### src/rtl/uart_pkg.sv
// Shared UART definitions: byte width and sequencer state encoding.
package uart_pkg;

  localparam int NB_BYTE  = 8;
  localparam int NB_STATE = 2;

  typedef enum logic [NB_STATE-1:0] {
    IDLE  = 2'b00,
    START = 2'b01,
    WAIT  = 2'b10
  } state_t;

endpackage

### src/rtl/uart_tx_word_feeder_if.sv
// Word-input and byte-transmitter handshake bundle for uart_tx_word_feeder.
interface uart_tx_word_feeder_if #(
  parameter int NB_WORD = 32,
  parameter int NB_ADDR = 2,
  parameter int NB_BYTE = 8
);

  logic               i_word_valid;
  logic [NB_WORD-1:0] i_word;
  logic               o_word_ready;
  logic               o_tx_start;
  logic [NB_BYTE-1:0] o_tx_data;
  logic               i_tx_done_tick;
  logic               o_word_done;
  logic               o_busy;
  logic [NB_ADDR:0]   o_level;

  modport master (
    output i_word_valid, i_word, i_tx_done_tick,
    input  o_word_ready, o_tx_start, o_tx_data, o_word_done, o_busy, o_level
  );

  modport slave (
    input  i_word_valid, i_word, i_tx_done_tick,
    output o_word_ready, o_tx_start, o_tx_data, o_word_done, o_busy, o_level
  );

endinterface

### src/rtl/uart_tx_word_feeder_fifo.sv
// Synchronous FIFO with occupancy count; pop data is read combinationally at the read pointer.
module sync_fifo #(
  parameter int NB_DATA = 8,
  parameter int NB_ADDR = 2
) (
  input  logic               clk,
  input  logic               rst_n,
  input  logic               push,
  input  logic [NB_DATA-1:0] push_data,
  input  logic               pop,
  output logic [NB_DATA-1:0] pop_data,
  output logic               full,
  output logic               empty,
  output logic [NB_ADDR:0]   level
);

  localparam int DEPTH = 1 << NB_ADDR;

  logic [NB_DATA-1:0] mem [DEPTH];
  logic [NB_ADDR-1:0] wr_ptr;
  logic [NB_ADDR-1:0] rd_ptr;
  logic [NB_ADDR:0]   count;
  logic               do_push;
  logic               do_pop;

  assign full     = (count == (NB_ADDR+1)'(DEPTH));
  assign empty    = (count == '0);
  assign level    = count;
  assign pop_data = mem[rd_ptr];
  assign do_push  = push && !full;
  assign do_pop   = pop && !empty;

  always_ff @(posedge clk) begin
    if (do_push) mem[wr_ptr] <= push_data;
  end

  always_ff @(posedge clk) begin
    if (!rst_n) begin
      wr_ptr <= '0;
      rd_ptr <= '0;
      count  <= '0;
    end else begin
      if (do_push) wr_ptr <= wr_ptr + 1'b1;
      if (do_pop)  rd_ptr <= rd_ptr + 1'b1;
      case ({do_push, do_pop})
        2'b10:   count <= count + 1'b1;
        2'b01:   count <= count - 1'b1;
        default: count <= count;
      endcase
    end
  end

endmodule

### src/rtl/uart_tx_word_feeder.sv
// Buffers words in a FIFO and feeds them LSB-byte-first to a byte transmitter
// using a start pulse / done tick handshake.
module uart_tx_word_feeder #(
  parameter int NB_WORD = 32,
  parameter int NB_ADDR = 2,
  parameter int NB_BYTE = uart_pkg::NB_BYTE
) (
  input logic i_clock,
  input logic i_reset_n,
  uart_tx_word_feeder_if.slave bus
);

  import uart_pkg::*;

  localparam int NB_BYTES = NB_WORD / NB_BYTE;
  localparam int NB_CNT   = (NB_BYTES > 1) ? $clog2(NB_BYTES) : 1;

  state_t              state;
  state_t              state_next;
  logic [NB_WORD-1:0]  word_reg;
  logic [NB_WORD-1:0]  word_next;
  logic [NB_CNT-1:0]   byte_cnt;
  logic [NB_CNT-1:0]   cnt_next;
  logic                fifo_pop;
  logic                fifo_full;
  logic                fifo_empty;
  logic [NB_WORD-1:0]  fifo_data;
  logic                tx_start;
  logic                word_done;

  sync_fifo #(
    .NB_DATA (NB_WORD),
    .NB_ADDR (NB_ADDR)
  ) u_fifo (
    .clk       (i_clock),
    .rst_n     (i_reset_n),
    .push      (bus.i_word_valid),
    .push_data (bus.i_word),
    .pop       (fifo_pop),
    .pop_data  (fifo_data),
    .full      (fifo_full),
    .empty     (fifo_empty),
    .level     (bus.o_level)
  );

  always_ff @(posedge i_clock) begin
    if (!i_reset_n) begin
      state    <= IDLE;
      word_reg <= '0;
      byte_cnt <= '0;
    end else begin
      state    <= state_next;
      word_reg <= word_next;
      byte_cnt <= cnt_next;
    end
  end

  always_comb begin
    state_next = state;
    word_next  = word_reg;
    cnt_next   = byte_cnt;
    fifo_pop   = 1'b0;
    tx_start   = 1'b0;
    word_done  = 1'b0;
    case (state)
      IDLE: begin
        if (!fifo_empty) begin
          fifo_pop   = 1'b1;
          word_next  = fifo_data;
          cnt_next   = '0;
          state_next = START;
        end
      end
      START: begin
        tx_start   = 1'b1;
        state_next = WAIT;
      end
      WAIT: begin
        // Done ticks are only honoured here; the word register shifts on
        // the tick so the next byte is already in place for START.
        if (bus.i_tx_done_tick) begin
          if (byte_cnt == NB_CNT'(NB_BYTES - 1)) begin
            word_done  = 1'b1;
            state_next = IDLE;
          end else begin
            word_next  = word_reg >> NB_BYTE;
            cnt_next   = byte_cnt + 1'b1;
            state_next = START;
          end
        end
      end
      default: state_next = IDLE;
    endcase
  end

  assign bus.o_word_ready = !fifo_full;
  assign bus.o_tx_start   = tx_start;
  assign bus.o_tx_data    = word_reg[NB_BYTE-1:0];
  assign bus.o_word_done  = word_done;
  assign bus.o_busy       = !fifo_empty || (state != IDLE);

endmodule

### src/flat_wrapper.sv
// flat-port wrapper written by rule: the top's interface ports become plain ports
module uart_tx_word_feeder_flat import uart_pkg::*;
#(
  parameter int NB_WORD = 32,
  parameter int NB_ADDR = 2,
  parameter int NB_BYTE = uart_pkg::NB_BYTE
)
  (i_clock, i_reset_n, bus_i_word_valid, bus_i_word, bus_i_tx_done_tick, bus_o_word_ready, bus_o_tx_start, bus_o_tx_data, bus_o_word_done, bus_o_busy, bus_o_level);
  uart_tx_word_feeder_if #(.NB_WORD(NB_WORD), .NB_ADDR(NB_ADDR), .NB_BYTE(NB_BYTE)) bus_i ();
  input logic i_clock;
  input logic i_reset_n;
  input wire logic [$bits(bus_i.i_word_valid)-1:0] bus_i_word_valid;
  input wire logic [$bits(bus_i.i_word)-1:0] bus_i_word;
  input wire logic [$bits(bus_i.i_tx_done_tick)-1:0] bus_i_tx_done_tick;
  output wire logic [$bits(bus_i.o_word_ready)-1:0] bus_o_word_ready;
  output wire logic [$bits(bus_i.o_tx_start)-1:0] bus_o_tx_start;
  output wire logic [$bits(bus_i.o_tx_data)-1:0] bus_o_tx_data;
  output wire logic [$bits(bus_i.o_word_done)-1:0] bus_o_word_done;
  output wire logic [$bits(bus_i.o_busy)-1:0] bus_o_busy;
  output wire logic [$bits(bus_i.o_level)-1:0] bus_o_level;
  assign bus_i.i_word_valid = bus_i_word_valid;
  assign bus_i.i_word = bus_i_word;
  assign bus_i.i_tx_done_tick = bus_i_tx_done_tick;
  assign bus_o_word_ready = bus_i.o_word_ready;
  assign bus_o_tx_start = bus_i.o_tx_start;
  assign bus_o_tx_data = bus_i.o_tx_data;
  assign bus_o_word_done = bus_i.o_word_done;
  assign bus_o_busy = bus_i.o_busy;
  assign bus_o_level = bus_i.o_level;
  uart_tx_word_feeder #(.NB_WORD(NB_WORD), .NB_ADDR(NB_ADDR), .NB_BYTE(NB_BYTE)) u_core (.i_clock(i_clock), .i_reset_n(i_reset_n), .bus(bus_i));
endmodule
### config.mk
export PLATFORM = sky130hd
export DESIGN_NAME = uart_tx_word_feeder_flat
export DESIGN_NICKNAME = d
export VERILOG_FILES = /design/src/rtl/uart_pkg.sv /design/src/rtl/uart_tx_word_feeder_if.sv /design/src/rtl/uart_tx_word_feeder_fifo.sv /design/src/rtl/uart_tx_word_feeder.sv /design/src/flat_wrapper.sv
export SDC_FILE = /design/constraint.sdc
export NUM_CORES = 1
export LEC_CHECK = 0
export CORE_AREA = 2 2 119 121
export CTS_CLUSTER_SIZE = 28
export DETAILED_ROUTE_END_ITERATION = 7
export DIE_AREA = 0 0 121 123
export PLACE_DENSITY = 0.74
export RECOVER_POWER = 25
export SYNTH_ARGS = -nofsm -noshare
export SYNTH_HDL_FRONTEND = slang
export SYNTH_SLANG_ARGS = --single-unit
export TNS_END_PERCENT = 20
### constraint.sdc
create_clock -name i_clock -period 2.46 [get_ports i_clock]
set_input_delay 0.369 -clock i_clock [delete_from_list [all_inputs] [get_ports i_clock]]
set_output_delay 0.369 -clock i_clock [all_outputs]
set_load 0.01 [all_outputs]
Yosys cells after proc, flatten, opt, wreduce, memory -nomap -nowiden
Memory sizes are Yosys's and may differ from the RTL's. A register that Yosys moved wholly into a read port is not among the register bits.
Index checks and enable logic that the tools add are counted.
{"block": "word_totals", "output_inout_bits": 15, "ramBits": 128, "in_bits": 36, "register_bits": 43, "elab_cells": 56, "memories": 1}
{"block": "classes", "muxes": 23, "add_sub_neg": 5, "n_eq_ne": 9, "reduce_logical": 12}
{"memory": "u_core.u_fifo.mem", "depth": 4, "word_bits": 32, "read_ports": 1, "rd_clocked_by_memory_dff": 1, "write_ports": 1, "line_no": "uart_tx_word_feeder_fifo.sv:19", "text": "logic [NB_DATA-1:0] mem [DEPTH];"}
{"operator": "2-to-1 mux 32 bit", "n": 3}
{"operator": "case mux 32 bit (2 select lines)", "n": 1}
{"operator": "2-to-1 mux 2 bit", "n": 7}
{"operator": "2-to-1 mux 1 bit", "n": 9}
{"operator": "adder 2 x 1 -> 2 bit (second input constant)", "n": 3}
{"operator": "== test 2 bit (second input constant)", "n": 3}
{"operator": "inequality test 2 bit (second input constant)", "n": 3}
{"operator": "case mux 2 bit (3 select lines)", "n": 1}
{"operator": "case mux 3 bit (2 select lines)", "n": 1}
{"operator": "nonzero test 2 bit", "n": 3}
{"operator": "== test 2 x 1 -> 1 bit (second input constant)", "n": 2}
{"operator": "case mux 2 bit (2 select lines)", "n": 1}
{"operator": "AND reduction 4 bit", "n": 1}
{"operator": "adder 3 x 1 -> 3 bit (second input constant)", "n": 1}
{"operator": "== test 3 bit (second input constant)", "n": 1}
{"operator": "zero test 3 bit", "n": 1}
{"operator": "subtractor 3 x 1 -> 3 bit (second input constant)", "n": 1}
{"operator": "logical AND 1 bit", "n": 2}
{"operator": "zero test 1 bit", "n": 2}
{"operator": "zero test 2 bit", "n": 1}
{"operator": "AND reduction 2 bit", "n": 1}
{"operator": "logical OR 1 bit", "n": 1}

Longest topological paths before layout
Gate-level depths: netlist (run 1).
{"block": "logic_depth", "depth_word": 6, "ltp_mapped": 10, "depth_no_buf": 8}

Cells and area by module
A second synthesis (run 1) with hierarchy kept.
{"block": "hier_totals", "hier_cells": 381, "hier_area_um2": 6821.5}
{"mod": "sync_fifo", "area_each_um2": 5144.9, "n_inst": 1, "cells_each": 221}
{"mod": "uart_tx_word_feeder", "area_each_um2": 1676.6, "n_inst": 1, "cells_each": 160}

Least setup slack after synthesis (run 1)
OpenSTA, ideal clock, no wires.
{"block": "synth_timing", "path_kind": "flip-flop to flip-flop", "startpoint": "register u_core.state[1]", "endpoint": "register u_core.u_fifo.count[2], in the netlist u_core.u_fifo.level[2]", "t_arrival_ns": 2.339, "slack_ns": 0.050, "path_buffers": 2, "setup_time_ns": 0.070, "path_stages_with_launch": 11, "path_cell_list": "dfxtp_1 -> buf_6 -> or2_1 -> buf_6 -> nor2_2 -> ha_1 -> inv_1 -> fa_1 -> xor2_1 -> or3_2 -> a21oi_1"}
{"block": "synth_via", "elab_chain_cells": 5, "elab_cells_between_ends": 7}
{"element": "from (decl)", "line_no": "uart_tx_word_feeder.sv:18", "text": "state_t state;"}
{"element": "from (signal assigned)", "line_no": "uart_tx_word_feeder.sv:52", "text": "state <= state_next;"}
{"element": "zero test 2 bit *", "line_no": "uart_tx_word_feeder.sv:65", "text": "case (state)"}
{"element": "2-to-1 mux 1 bit *", "line_no": "uart_tx_word_feeder.sv:65"}
{"element": "logical AND 1 bit *", "line_no": "uart_tx_word_feeder_fifo.sv:31", "text": "assign do_pop = pop && !empty;"}
{"element": "net u_core.u_fifo.do_pop", "line_no": "uart_tx_word_feeder_fifo.sv:24", "text": "logic do_pop;"}
{"element": "== test 2 x 1 -> 1 bit / == test 2 bit (equally long branches)", "line_no": "uart_tx_word_feeder_fifo.sv:45", "text": "case ({do_push, do_pop})"}
{"element": "case mux 3 bit (2 select lines) / nonzero test 2 bit (equally long branches)"}
{"element": "to (signal assigned)", "line_no": "uart_tx_word_feeder_fifo.sv:46", "text": "2'b10: count <= count + 1'b1;"}
{"element": "to (signal assigned)", "line_no": "uart_tx_word_feeder_fifo.sv:47", "text": "2'b01: count <= count - 1'b1;"}
{"element": "to (signal assigned)", "line_no": "uart_tx_word_feeder_fifo.sv:48", "text": "default: count <= count;"}
{"element": "to (decl)", "line_no": "uart_tx_word_feeder_fifo.sv:22", "text": "logic [NB_ADDR:0] count;"}
The timed path passes the listed nets; every way through them passes the cells marked *.
A chain may end at the register's enable or synchronous reset.

Worst setup path after layout (run 1)
{"block": "layout_timing", "startpoint": "register u_core.u_fifo.count[0], in the netlist u_core.u_fifo.level[0]", "endpoint": "register u_core.u_fifo.count[2], in the netlist u_core.u_fifo.level[2]"}
{"block": "layout_via", "elab_chain_cells": 6, "elab_cells_between_ends": 14}
{"element": "zero test 3 bit", "line_no": "uart_tx_word_feeder_fifo.sv:27", "text": "assign empty = (count == '0);"}
{"element": "2-to-1 mux 1 bit", "line_no": "uart_tx_word_feeder.sv:67", "text": "if (!fifo_empty) begin"}
{"element": "2-to-1 mux 1 bit", "line_no": "uart_tx_word_feeder.sv:65"}
{"element": "logical AND 1 bit", "line_no": "uart_tx_word_feeder_fifo.sv:31"}
{"element": "== test 2 x 1 -> 1 bit / == test 2 bit (equally long branches)", "line_no": "uart_tx_word_feeder_fifo.sv:45"}
{"element": "case mux 3 bit (2 select lines) / nonzero test 2 bit (equally long branches)"}
Parallel ways exist; a longest one is shown, timed or not.

==> flow_summary.json, run 1 <==
{
  "port-buffer-count": 50,
  "dp_hpwl_um": 7480,
  "grt_antenna_before_repair": 0,
  "critPathMaxFanout": 6,
  "post-route-period-util_pct": 94.4,
  "p_leak_uw": 0.00268,
  "whs_ns": 0.481,
  "rsz0062_at_grt": "false",
  "cts.sinks": 173,
  "setup_viol": 0,
  "cts_resized": 0,
  "syn-instance-count": 426,
  "insertion_delay_ns": 0.42,
  "hold_violations": 0,
  "grt.total_usage_pct": 18.5,
  "syn_avg_cell_area_um2": 16.2,
  "clkTransAtPathRegs_ns": 0.07,
  "core_mm2": 0.0136,
  "synth_flop_cell": "edfxtp_1",
  "dr.pass1.iters": 5,
  "end_kind": "flop",
  "viasPerCell": 5.73,
  "fmax_mhz": 431,
  "ios": 51,
  "synth_fp_nets": 469,
  "die_h_um": 123,
  "comb_power_share_pct": 27.9,
  "rows": 43,
  "required_ns": 2.81,
  "cts_setup_buffers": 0,
  "hold_buffers": 0,
  "instances_no_fill": 664,
  "dp.cells": 632,
  "layout_commonest_cell": "edfxtp_1",
  "cts_root_buf": "clkbuf_16",
  "drt_iter0_drc": 267,
  "nets": 514,
  "grt_max_degree": 57,
  "run_status": "completed",
  "wl_per_cell_um": 19.4,
  "yosysSeqAreaShare_pct": 68.6,
  "yosys.cell_types.count": 42,
  "h-tree-depth": 4,
  "worst_pin_slew_ns": 0.891,
  "async_flop_share_pct": 0,
  "slew_viol_final": 0,
  "antenna_cells": 0,
  "grt-ovfl-total": 0,
  "grt_first_pass_wirelength_um": 20600,
  "ant_nets": 0,
  "path_class": "flop to flop",
  "p_int_uw": 5980,
  "p_per_area_mw_per_mm2": 1060,
  "synthToLayoutAreaGrowth_pct": 17.0,
  "dieArea_mm2": 0.0149,
  "multi_input_area_mm2": 0.00186,
  "vias": 3804,
  "cts_tree": "yes",
  "p_clk_share_pct": 27.6,
  "tns_ns": 0,
  "die_w_um": 121,
  "ys_ff_latch": 173,
  "synth_edf_count": 128,
  "sw_frac_of_total_pct": 30.2,
  "drive_above_1_share_pct": 13.4,
  "ir_worst_vdd_mv": 0.417,
  "p_seq_share_pct": 44.4,
  "skew_ns": 0.0124,
  "fillers": 1022,
  "maxCapViolCount": 0,
  "yosys_warnings": 0,
  "synth_area_mm2": 0.00691,
  "netSwitchingPower_uw": 2580,
  "hold_path_class": "flop to flop",
  "seqCellArea_mm2": 0.00475,
  "globalplace.congestion": 0.705,
  "wl_um": 12900,
  "largest_reg_flops": 128,
  "critPathLaunchType": "flop",
  "worstPathArrival_ns": 2.67,
  "ff2ff_setup_slack_ns": 0.14,
  "relSlewSlack_pct": 40.6,
  "start_util_pct": 50.8,
  "mostFrequentLayoutCells": "128 x edfxtp_1, 49 x mux2i_1, 44 x dfxtp_1",
  "fin_crit_ns": 2.32,
  "clockBufferDepth": 2,
  "cts_buffers": 17,
  "grt_pass1_vias": 3923,
  "post-route-drc-count": 0
}
==> power by group through the flow <==
stage               clock network [uW]  logic, uW  registers, uW
floorplan                            0       1880           3800
global placement                     0       2350           3840
detailed placement                   0       2390           3860
CTS                               2410       2410           3800
global route                      2510       2610           3840
finish                            2370       2390           3810
==> layout make-up <==
cell class	count	share of cell area (%)
Timing Repair Buffer	67	8.70
Multi-Input combinational cell	206	23.0
Sequential cell	173	58.7
Clock buffer	18	5.31
Tap cell	180	2.79
Inverter	6	0.279
Clock inverter	14	1.18
==> cell families after synthesis <==
| kind of cell | synth area share, % |
|---|---|
| xor+xnor | 0.253 |
| buf+inv | 4.40 |
| compound gates | 11.7 |
| fa+ha+maj | 1.38 |
| mux | 9.70 |
| flops | 68.6 |
| simple gates | 3.96 |
==> per-stage QoR <==
stage	total power [uW]	setup slack, ns	cell area (um^2)	util [%]
floorplan	5670	0.0503	6910	-
global placement	6180	0.210	7560	55.5
detailed placement	6250	0.150	7560	55.5
CTS	8620	0.137	8080	59.4
global route	8960	0.0590	8080	59.4
finish	8560	0.138	8080	59.4
==> final timing paths <==
path              depth (start not counted)                      to              startpoint
setup / recovery                          8  u_core.u_fifo.level[2]  u_core.u_fifo.level[0]
hold / removal                            2     u_core.word_reg[28]     u_core.word_reg[28]
setup reg to reg                          8  u_core.u_fifo.level[2]  u_core.u_fifo.level[0]
hold reg to reg                           2     u_core.word_reg[28]     u_core.word_reg[28]
==> synthesized netlist by cell type, types with 2 or more instances <==
| cell | n | area [um^2] |
|---|---|---|
| nor2_1 | 6 | 22.5 |
| o2bb2ai_1 | 8 | 70.1 |
| nor2_2 | 2 | 12.5 |
| o221a_2 | 4 | 45.0 |
| o21ai_0 | 2 | 10.0 |
| or3_1 | 2 | 12.5 |
| a21o_1 | 2 | 15.0 |
| dfxtp_1 | 45 | 901 |
| o221a_1 | 20 | 225 |
| and3_1 | 4 | 25.0 |
| buf_1 | 2 | 7.51 |
| xor2_1 | 2 | 17.5 |
| o211ai_1 | 2 | 15.0 |
| buf_8 | 2 | 30.0 |
| mux4_2 | 8 | 180 |
| clkbuf_1 | 7 | 26.3 |
| a21oi_1 | 8 | 40.0 |
| nor3_4 | 2 | 32.5 |
| buf_4 | 12 | 90.1 |
| nand2b_1 | 4 | 25.0 |
| mux2i_1 | 49 | 490 |
| nand2_1 | 4 | 15.0 |
| buf_2 | 11 | 55.1 |
| o22ai_1 | 24 | 150 |
| nand3_1 | 11 | 55.1 |
| edfxtp_1 | 128 | 3840 |
| buf_6 | 6 | 67.6 |
| or2_1 | 2 | 12.5 |
| ha_1 | 6 | 75.1 |
| inv_1 | 6 | 22.5 |
| a2bb2oi_1 | 24 | 210 |
==> metal layers <==
metal	vias up	GRT usage (%)	part of all wire [%]
met5	-	0	0
met3	13	4.80	4.0
met2	87	30.6	51
li1	1783	-	-
met4	0	7.63	1.1
met1	1921	23.4	44
==> critical path, stage by stage (launching register included) <==
cell and delay (ns):
dfxtp_1 0.38, or3b_1 0.43, nand2_1 0.09, ha_1 0.17, inv_1 0.06, fa_1 0.37
xor2_1 0.18, or3_2 0.42, a21oi_1 0.16
Note: power is estimated with default switching activity, not from simulation.
==> inputs of run 2 (changes only) <==
--- a/config.mk
+++ b/config.mk
@@ -9,6 +9,7 @@
 export CTS_CLUSTER_SIZE = 28
 export DETAILED_ROUTE_END_ITERATION = 7
 export DIE_AREA = 0 0 121 123
+export GPL_TIMING_DRIVEN = 1
 export PLACE_DENSITY = 0.74
 export RECOVER_POWER = 25
 export SYNTH_ARGS = -nofsm -noshare
==> results of run 2 <==
The final DEF is identical to that of run 1; final timing and power are the same.
